--- src/rtl/jk_pkg.sv ---
// JK flip-flop excitation encodings and the transition-to-excitation helper
// shared by the modulo counter and its per-bit cells.
package jk_pkg;

  localparam logic [1:0] JK_HOLD   = 2'b00;
  localparam logic [1:0] JK_RESET  = 2'b01;
  localparam logic [1:0] JK_SET    = 2'b10;
  localparam logic [1:0] JK_TOGGLE = 2'b11;

  // Counting uses toggle-or-hold only: a bit that changes toggles, others hold.
  function automatic logic [1:0] jk_excite(input logic cur, input logic nxt);
    return (cur != nxt) ? JK_TOGGLE : JK_HOLD;
  endfunction

endpackage

--- src/rtl/jk_cell.sv ---
// Single-bit JK flip-flop with synchronous active-high reset; qb is its own
// register so it always equals ~q.
module jk_cell
  import jk_pkg::*;
(
  input  logic clk,
  input  logic rst,
  input  logic j,
  input  logic k,
  output logic q,
  output logic qb
);

  logic q_next;

  always_comb begin
    q_next = q;
    case ({j, k})
      JK_HOLD:   q_next = q;
      JK_RESET:  q_next = 1'b0;
      JK_SET:    q_next = 1'b1;
      JK_TOGGLE: q_next = ~q;
      default:   q_next = q;
    endcase
  end

  always_ff @(posedge clk) begin
    if (rst) begin
      q  <= 1'b0;
      qb <= 1'b1;
    end else begin
      q  <= q_next;
      qb <= ~q_next;
    end
  end

endmodule

--- src/rtl/jk_mod_counter.sv ---
// Up/down modulo-MODULUS counter: derives per-bit JK excitation and holds state
// in jk_cell instances. Optional gray output is enabled by JK_CNT_GRAY_EN.
module jk_mod_counter
  import jk_pkg::*;
#(
  parameter int WIDTH   = 4,
  parameter int MODULUS = 10
) (
  input  logic             clk,
  input  logic             rst,
  input  logic             en,
  input  logic             up,
  input  logic             load,
  input  logic [WIDTH-1:0] din,
  output logic [WIDTH-1:0] q,
  output logic [WIDTH-1:0] qb,
  output logic             tc,
  output logic             wrap
`ifdef JK_CNT_GRAY_EN
  ,
  output logic [WIDTH-1:0] gray
`endif
);

  localparam logic [WIDTH-1:0] MAX_Q   = WIDTH'(MODULUS - 1);
  localparam logic [WIDTH:0]   MOD_EXT = (WIDTH + 1)'(MODULUS);

  logic [WIDTH-1:0] load_val;
  logic [WIDTH-1:0] count_val;
  logic             at_end;
  logic [WIDTH-1:0] j_vec;
  logic [WIDTH-1:0] k_vec;

  always_comb begin
    // Out-of-range load values saturate so q never reaches an unused code.
    load_val  = ({1'b0, din} >= MOD_EXT) ? MAX_Q : din;
    at_end    = up ? (q == MAX_Q) : (q == '0);
    if (up) count_val = at_end ? '0 : q + WIDTH'(1);
    else    count_val = at_end ? MAX_Q : q - WIDTH'(1);
    tc = en & ~load & at_end;
  end

  always_comb begin
    j_vec = '0;
    k_vec = '0;
    for (int i = 0; i < WIDTH; i++) begin
      if (load)
        {j_vec[i], k_vec[i]} = {load_val[i], ~load_val[i]};
      else if (en)
        {j_vec[i], k_vec[i]} = jk_excite(q[i], count_val[i]);
      else
        {j_vec[i], k_vec[i]} = JK_HOLD;
    end
  end

  for (genvar g = 0; g < WIDTH; g++) begin : g_cell
    jk_cell u_cell (
      .clk (clk),
      .rst (rst),
      .j   (j_vec[g]),
      .k   (k_vec[g]),
      .q   (q[g]),
      .qb  (qb[g])
    );
  end

  // tc already excludes load and hold edges, so it is exactly the wrap condition.
  always_ff @(posedge clk) begin
    if (rst) wrap <= 1'b0;
    else     wrap <= tc;
  end

`ifdef JK_CNT_GRAY_EN
  logic [WIDTH-1:0] next_q;

  always_comb begin
    next_q = q;
    if (load)    next_q = load_val;
    else if (en) next_q = count_val;
  end

  always_ff @(posedge clk) begin
    if (rst) gray <= '0;
    else     gray <= next_q ^ (next_q >> 1);
  end
`endif

endmodule
--- config.mk ---
export PLATFORM = sky130hd
export DESIGN_NAME = jk_mod_counter
export DESIGN_NICKNAME = d
export VERILOG_FILES = /design/src/rtl/jk_pkg.sv /design/src/rtl/jk_cell.sv /design/src/rtl/jk_mod_counter.sv
export SDC_FILE = /design/constraint.sdc
export NUM_CORES = 1
export LEC_CHECK = 0
export ABC_AREA = 1
export CORE_MARGIN = 1.5
export CORE_UTILIZATION = 45
export CTS_CLUSTER_DIAMETER = 40
export DETAILED_ROUTE_END_ITERATION = 6
export HOLD_SLACK_MARGIN = 0.06
export PLACE_DENSITY_LB_ADDON = 0.2
export SLEW_MARGIN = 10
export SYNTH_ARGS = -nofsm -noshare
export SYNTH_HDL_FRONTEND = slang
export SYNTH_SLANG_ARGS = --single-unit
--- constraint.sdc ---
create_clock -name clk -period 2.1 [get_ports clk]
set_clock_uncertainty 0.15 [all_clocks]
set_input_delay 0.315 -clock clk [delete_from_list [all_inputs] [get_ports clk]]
set_output_delay 0.315 -clock clk [all_outputs]
set_load 0.005 [all_outputs]
# After elaboration in Yosys (flattened, before gate mapping)
# Cells that the tools add are included.
# Widths: inputs -> output; s select.
totals:
  wordCells: 78
  register_bits: 9
  output_inout_bits: 10
op_classes:
  add_sub_neg: 2
  n_reduce_logical: 5
  n_eq_ne: 17
  order_cmp: 1
  muxes: 29
  n_bitwise: 15
op_table:
  columns: ["op", "n"]
  rows:
  - ["$mux 1", 17]
  - ["$eq 2x2->1 const B", 8]
  - ["$mux 4", 4]
  - ["$pmux 1 s4", 4]
  - ["$not 1->1", 13]
  - ["$eq 2x1->1 const B", 4]
  - ["$logic_not 2->1", 4]
  - ["$mux 2", 4]
  - ["$add 4x1->4 const B", 1]
  - ["$eq 4x4->1 const B", 1]
  - ["$ge 4x4->1 const B", 1]
  - ["$logic_not 4->1", 1]
  - ["$ne 1x1->1", 4]
  - ["$sub 4x1->4 const B", 1]
  - ["$and 1x1->1", 2]

# Depth between registers and ports, before layout
# Gate-level depths: netlist of run 1.
depth:
  word_depth: 11
  ltp_mapped: 10
  depth_no_buf: 10

# Modules after synthesis
# From an unflattened synthesis of run 1, not the netlist that was laid out.
unflattened:
  hier_cells: 103
  hier_area_um2: 628.1
modules_own_cells:
  columns: ["mod", "area_per_inst_um2", "cells_each", "instances", "seq_area_each_um2"]
  rows:
  - ["jk_mod_counter", 317.8, 59, 1, 20.0]
  - ["jk_cell", 77.6, 11, 4, 40.0]

# Least setup slack after synthesis of run 1
# OpenSTA, ideal clock, no wires.
synth_path:
  path_type: "reg-to-output"
  startpoint: "reg g_cell[0].u_cell.q"
  endpoint: "out tc"
  required_ps: 1635
  path_stages_with_launch: 7
  t_arrival_ps: 1051
  setup_slack_ps: 584
  cell_sequence: "dfxtp_1 > inv_1 > ha_1 > nand3_2 > nand2_2 > nand2_1 > nor3_1"
synth_between:
  elab_chain_len: 3
  word_cells_on_any_way: 4
  classes_between: "eq/ne (1); mux (1); bitwise (1); reduce/logical (1)"
synth_lines:
  columns: ["element", "line_no", "source"]
  rows:
  - ["start: declaration", "jk_cell.sv:10", "output logic q,"]
  - ["start signal: assignment", "jk_cell.sv:32", "q <= q_next;"]
  - ["$eq 4x4->1 / $logic_not 4->1 (equally long branches)", "jk_mod_counter.sv:37", "at_end = up ? (q == MAX_Q) : (q == '0);"]
  - ["$mux 1 (*)", "jk_mod_counter.sv:37", null]
  - ["$and 1x1->1 (*)", "jk_mod_counter.sv:40", "tc = en & ~load & at_end;"]
  - ["end: declaration", "jk_mod_counter.sv:17", "output logic tc,"]
# Every way passes the cells marked *; elsewhere a longest branch is shown, timed or not.

# Worst setup path in the final report of run 1
layout_path:
  startpoint: "reg g_cell[1].u_cell.q"
  endpoint: "out tc"
layout_between:
  elab_chain_len: 3
  word_cells_on_any_way: 4
  classes_between: "eq/ne (1); mux (1); bitwise (1); reduce/logical (1)"
layout_lines:
  columns: ["element", "line_no"]
  rows:
  - ["start: declaration", "jk_cell.sv:10"]
  - ["start signal: assignment", "jk_cell.sv:32"]
  - ["$eq 4x4->1 / $logic_not 4->1 (equally long branches)", "jk_mod_counter.sv:37"]
  - ["$mux 1 (*)", "jk_mod_counter.sv:37"]
  - ["$and 1x1->1 (*)", "jk_mod_counter.sv:40"]
# Marks and branches as above.

==> flow_metrics.tcl, run 1 <==
set metrics [dict create \
    post_cts_buffers 0 \
    maxSlewHeadroom 0.8588 \
    fin_nets 135 \
    ys_warn_count 0 \
    wirelength_um 1366 \
    die_w_um 40.62 \
    design_area_um2 878.3 \
    clkLatencyLatePin_ps 260 \
    via_count 645 \
    rr_endpoint "g_cell[2].u_cell.q" \
    fmax_ghz 0.5179 \
    critPathLaunchType "flip-flop" \
    grt_use_met1 0.2825 \
    synth_mux_area_frac 0 \
    antenna_found_initial 0 \
    fin_crit_ps 1931 \
    grt_pass1_wl_um 2373 \
    grt_max_degree 7 \
    port_buffers 18 \
    htree_levels 1 \
    synthSimpleGateAreaFrac 0.4145 \
    rows 13 \
    seq_area_frac_synth 0.2829 \
    cts.clk_slew.worst_paths_ps 60 \
    cts_root_buf "clkbuf_4" \
    top_usage_layer "met2" \
    die_h_um 40.62 \
    synth_cell_types 20 \
    drc 0 \
    gp_congestion 0.9113 \
    cap_viol_max_count 0 \
    hp-start "g_cell[1].u_cell.q" \
    grt_pass1_vias 571 \
    powerDensity_mw_per_mm2 547.9 \
    worstReg2RegStart "g_cell[0].u_cell.q" \
    hold_viol_final 0 \
    fin_crit_sh 0.9194 \
    hpwlAfterDp_um 1196 \
    cts_tree "done" \
    cts_buffers 3 \
    drt_iter0_markers 7 \
    synth_compound_area_frac 0.05894 \
    start_util 0.4834 \
    io_pins 19 \
    worst_pin_slew_ps 209.9 \
    synth-adder-area-share 0.07859 \
    coreArea_mm2 0.001318 \
    place_area_um2 850.8 \
    avgSynthCellArea_um2 6.566 \
    min_path_cells 4 \
    synth.net_count 110 \
    clkSinkCount 9 \
    drt_first_pass_iters 4 \
    final_core_util 0.6667 \
    critPathMaxFanout 4 \
    met3_usage 0.08152 \
    r2r_slack_ps 450 \
    synth-xor-area-share 0 \
    critPathKind "flip-flop to output port" \
    critical_path_required_ps 1630 \
    final_layout_size_suffix_gt1_frac 0.1818 \
    setup.worst_path.end_class "output port" \
    clockBufferDepth 2 \
    synth_seq_cells 9 \
    r2r_cells 10 \
    synth_cells 97 \
    grt_overflow 0 \
    wl_per_cell_um 10.04 \
    vias_per_cell 4.743 \
    area_growth_pct 37.92 \
    hold_end "g_cell[1].u_cell.q" \
    hold_path_class "flip-flop to flip-flop" \
    grtUsageMet2 0.3373 \
    dieArea_mm2 0.001650 \
    peakVddDrop_mv 0.3487 \
    status "finished, final reports clean" \
    syn_area_um2 636.9 \
    setup_violations 0 \
    leakage_uw 0.0004383 \
    rsz0062_at_grt "no" \
    synth_top_family_by_area "simple AND/OR/NAND/NOR gates" \
    grtUsageTotal 0.2173 \
    ant_nets 0 \
    report.final.slew_viol_count 0 \
    cp_data_arrival_time_ps 1470 \
    antenna_cells 0 \
]
## sequential cells by signal, indices dropped and copies added, names as in the netlist
name	count
g_cell.u_cell.q	4
wrap	1
g_cell.u_cell.qb	4
## where the power goes
group / internal, uW / total [uW] / switching, uW
Clock: 73.1 / 131 / 57.9
Sequential: 183 / 192 / 8.12
Combinational: 83.4 / 159 / 75.2
## cells in the final DEF (no fill, tap or decap), types with 6 or more instances in the layout
cell type and n:
nand2_1 29, clkdlybuf4s50_1 17, dfxtp_1 9, buf_4 10, inv_1 10, nor2_1 6
nand3_1 10
## metrics by stage
step	setup WS [ps]	hold WS [ps]	TNS, ps	std cells	total power (uW)
2_1_floorplan	584.0	231.9	0	97	286.8
3_3_place_gp	-40.19	518.5	-40.19	132	350.5
3_5_place_dp	-24.21	526.4	-24.21	132	354.9
4_1_cts	150.6	493.3	0	136	487.7
5_1_grt	32.96	519.9	0	136	516.6
6_report	169.2	488.6	0	136	481.3
## area by class of cell
class                   count  area [um2]
fillers                   124       439.2
multi-input cells          68       354.1
repair buffers             28       254.0
flip-flops and latches      9       180.2
inverters                  12       45.04
clock buffers               4       26.28
well taps                  15       18.77
## metal layers
layer | routed length (um) | vias up
met5 | 0 | -
met4 | 0 | 0
met3 | 57 | 0
met2 | 686 | 12
met1 | 623 | 284
li1 | - | 349
## how the worst max path moves through the flow
stage | end | slack, ps | from | cells past startpoint
global route | tc | 30 | g_cell[1].u_cell.q | 7
detailed placement | tc | -20 | up | 6
global placement | tc | -40 | up | 6
CTS | tc | 150 | g_cell[1].u_cell.q | 7
floorplan | tc | 580 | g_cell[0].u_cell.q | 6
finish | tc | 170 | g_cell[1].u_cell.q | 7
## synthesized netlist by cell type
master    number  share of area
nor2_2         3          0.029
a21oi_1        3          0.024
nand2_2        1         0.0098
nand3_1       10          0.079
nor4_1         1         0.0098
nand3_2        2          0.031
nand4_1        2          0.020
nor3_1         1         0.0079
o21ai_0        2          0.016
dfxtp_1        9           0.28
or2_1          1         0.0098
inv_2          1         0.0059
ha_1           4          0.079
buf_4          8          0.094
nand2_1       29           0.17
o21ai_1        1         0.0079
a21boi_1       1          0.012
nor2_1         6          0.035
nand3b_1       1          0.012
inv_1         11          0.065
## critical path, stage by stage, from the launching register on
cell           delay (ps)
dfxtp_1               320
inv_2                  80
ha_2                  190
nand3_2                90
nand2_1                90
nand2_1                70
nor3_1                110
dlygate4sd2_1         250
## kinds of logic (layout without fill, tap and decap cells)
| group | Yosys count | after routing |
|---|---|---|
| compound gates | 7 | 7 |
| fa+ha+maj | 4 | 4 |
| buf+inv | 20 | 44 |
| flops | 9 | 9 |
| simple gates | 57 | 57 |
## what timing repair did
| action | in CTS | in global routing |
|---|---|---|
| gates resized for setup | 3 | 0 |
| endpoints found under the setup margin | 1 | 0 |
| hold buffers | 0 | 0 |
Note: power is estimated with default switching activity, not from simulation.
==> run 2, diff against run 1 <==
SLEW_MARGIN = 20   (was 10)
==> results of run 2 <==
The final DEF is identical to that of run 1; final timing and power are the same.
==> run 3, diff against run 2 <==
CTS_CLUSTER_DIAMETER = 60   (was 40)
SETUP_SLACK_MARGIN = 0.1   (was unset)
TNS_END_PERCENT = 5   (was unset)
==> run 3 against run 2 <==
  * Count of clock-buffer cells in the layout did not move
  * Final cell count is 1.5% higher
  * Highest routed layer unchanged
  * Flip-flop and latch count is the same
  * Total power up 3.2%
  * Critical path depth stayed put
  * Sequential power hardly changed
  * Maximum frequency up 1.2%
  * Setup slack improved by 24 ps
==> flow_metrics.tcl, run 3 (same netlist as run 1, synthesis figures left out) <==
set metrics [dict create \
    grt_overflow 0 \
    grt_max_degree 7 \
    cts_root_buf "clkbuf_4" \
    drc 0 \
    fmax_ghz 0.5244 \
    cts_hold_buf 0 \
    cts.clk_slew.worst_paths_ps 60 \
    hpwlAfterDp_um 1196 \
    drt_first_pass_iters 4 \
    coreArea_mm2 0.001318 \
    report.final.slew_viol_count 0 \
    clkSinkCount 9 \
    critPathLaunchType "flip-flop" \
    reg_top3 "g_cell.u_cell.q: 4 flops, g_cell.u_cell.qb: 4 flops, wrap: 1 flops" \
    grt_pass1_wl_um 2373 \
    cts_tree "done" \
    htree_levels 1 \
    crit_start "g_cell[1].u_cell.q" \
    wirelength_um 1491 \
    worstReg2RegStart "g_cell[0].u_cell.q" \
    ant_nets 0 \
    cts_buffers 3 \
    setup.worst_path.end_class "output port" \
    area_growth_pct 44.60 \
    fin_crit_ps 1907 \
    status "finished, final reports clean" \
    gp_congestion 0.9113 \
    critPathKind "flip-flop to output port" \
    grtUsageTotal 0.2173 \
    fill_cells 115 \
    fin_crit_sh 0.9082 \
    critPathMaxFanout 4 \
    hp-start "din[1]" \
    die_h_um 40.62 \
    port_buffers 18 \
    holdWs_ps 510.1 \
    fin_nets 137 \
    powerDensity_mw_per_mm2 539.5 \
    hold_path_class "primary input to flip-flop" \
    dieArea_mm2 0.001650 \
    rows 13 \
    leakage_uw 0.0004464 \
    worst_pin_slew_ps 209.7 \
    peakVddDrop_mv 0.3473 \
    final_core_util 0.6990 \
    final_layout_size_suffix_gt1_frac 0.2276 \
    rsz0062_at_grt "no" \
    critical_path_required_ps 1630 \
    drt_iter0_markers 7 \
    grt_pass1_vias 571 \
    start_util 0.4834 \
    final_cell_mix "28 x nand2_1, 17 x clkdlybuf4s50_1, 12 x buf_4" \
    antenna_cells 0 \
    p_total_uw 496.8 \
    wl_per_cell_um 10.80 \
    die_w_um 40.62 \
    final_common_cell "nand2_1" \
    hold_viol_final 0 \
    setup_violations 0 \
    clockBufferDepth 2 \
    antenna_found_initial 0 \
    vias_per_cell 4.826 \
    clkLatencyLatePin_ps 260 \
    io_pins 19 \
    r2r_slack_ps 450 \
    cp_data_arrival_time_ps 1440 \
    maxSlewHeadroom 0.8589 \
    via_count 666 \
    cap_viol_max_count 0 \
]
## run 3: area by class of cell
type	count	area, um2	share of cell area
well taps	15	18.77	0.02038
flip-flops and latches	9	181.4	0.1970
inverters	12	45.04	0.04891
multi-input cells	68	379.1	0.4117
repair buffers	30	270.3	0.2935
clock buffers	4	26.28	0.02853
## run 3: final timing paths
check	to	depth (start not counted)
min reg2reg	g_cell[3].u_cell.q	4
min	g_cell[1].u_cell.q	3
max reg2reg	g_cell[2].u_cell.q	10
max	tc	7
## run 3: what timing repair did
action	CTS	global route
gates resized for setup	3	7
setup buffers	0	2
endpoints found under the setup margin	1	1
## run 3: stage by stage
step                setup TNS (ps)  instances  area [um2]  worst slack (ps)
CTS                              0        136       878.3             150.6
global route                     0        138       920.9             103.1
global placement            -40.19        132       850.8            -40.19
detailed placement          -24.21        132       850.8            -24.21
finish                           0        138       920.9             192.9
floorplan                        0         97       636.9             584.0
## run 3: worst max-delay path, stage by stage, from the launching register on
cell and delay, ps:
dfxtp_1 320, inv_2 110, ha_4 150, nand3_2 100, nand2_2 80, nand2_1 70
nor3_1 130, clkdlybuf4s15_1 230
## run 3: power by group
part | internal [uW] | leakage [uW] | switching [uW]
logic | 91.3 | 0.000357 | 80.4
clock network | 73.1 | 0.0000150 | 58.6
registers | 184 | 0.0000748 | 9.58
## run 3: metal layers
layer / track usage / vias to the layer above / routed length (um)
met1: 0.2825 / 299 / 668
li1: - / 355 / -
met3: 0.08152 / 0 / 57
met5: 0 / - / 0
met4: 0.05000 / 0 / 0
met2: 0.3373 / 12 / 766
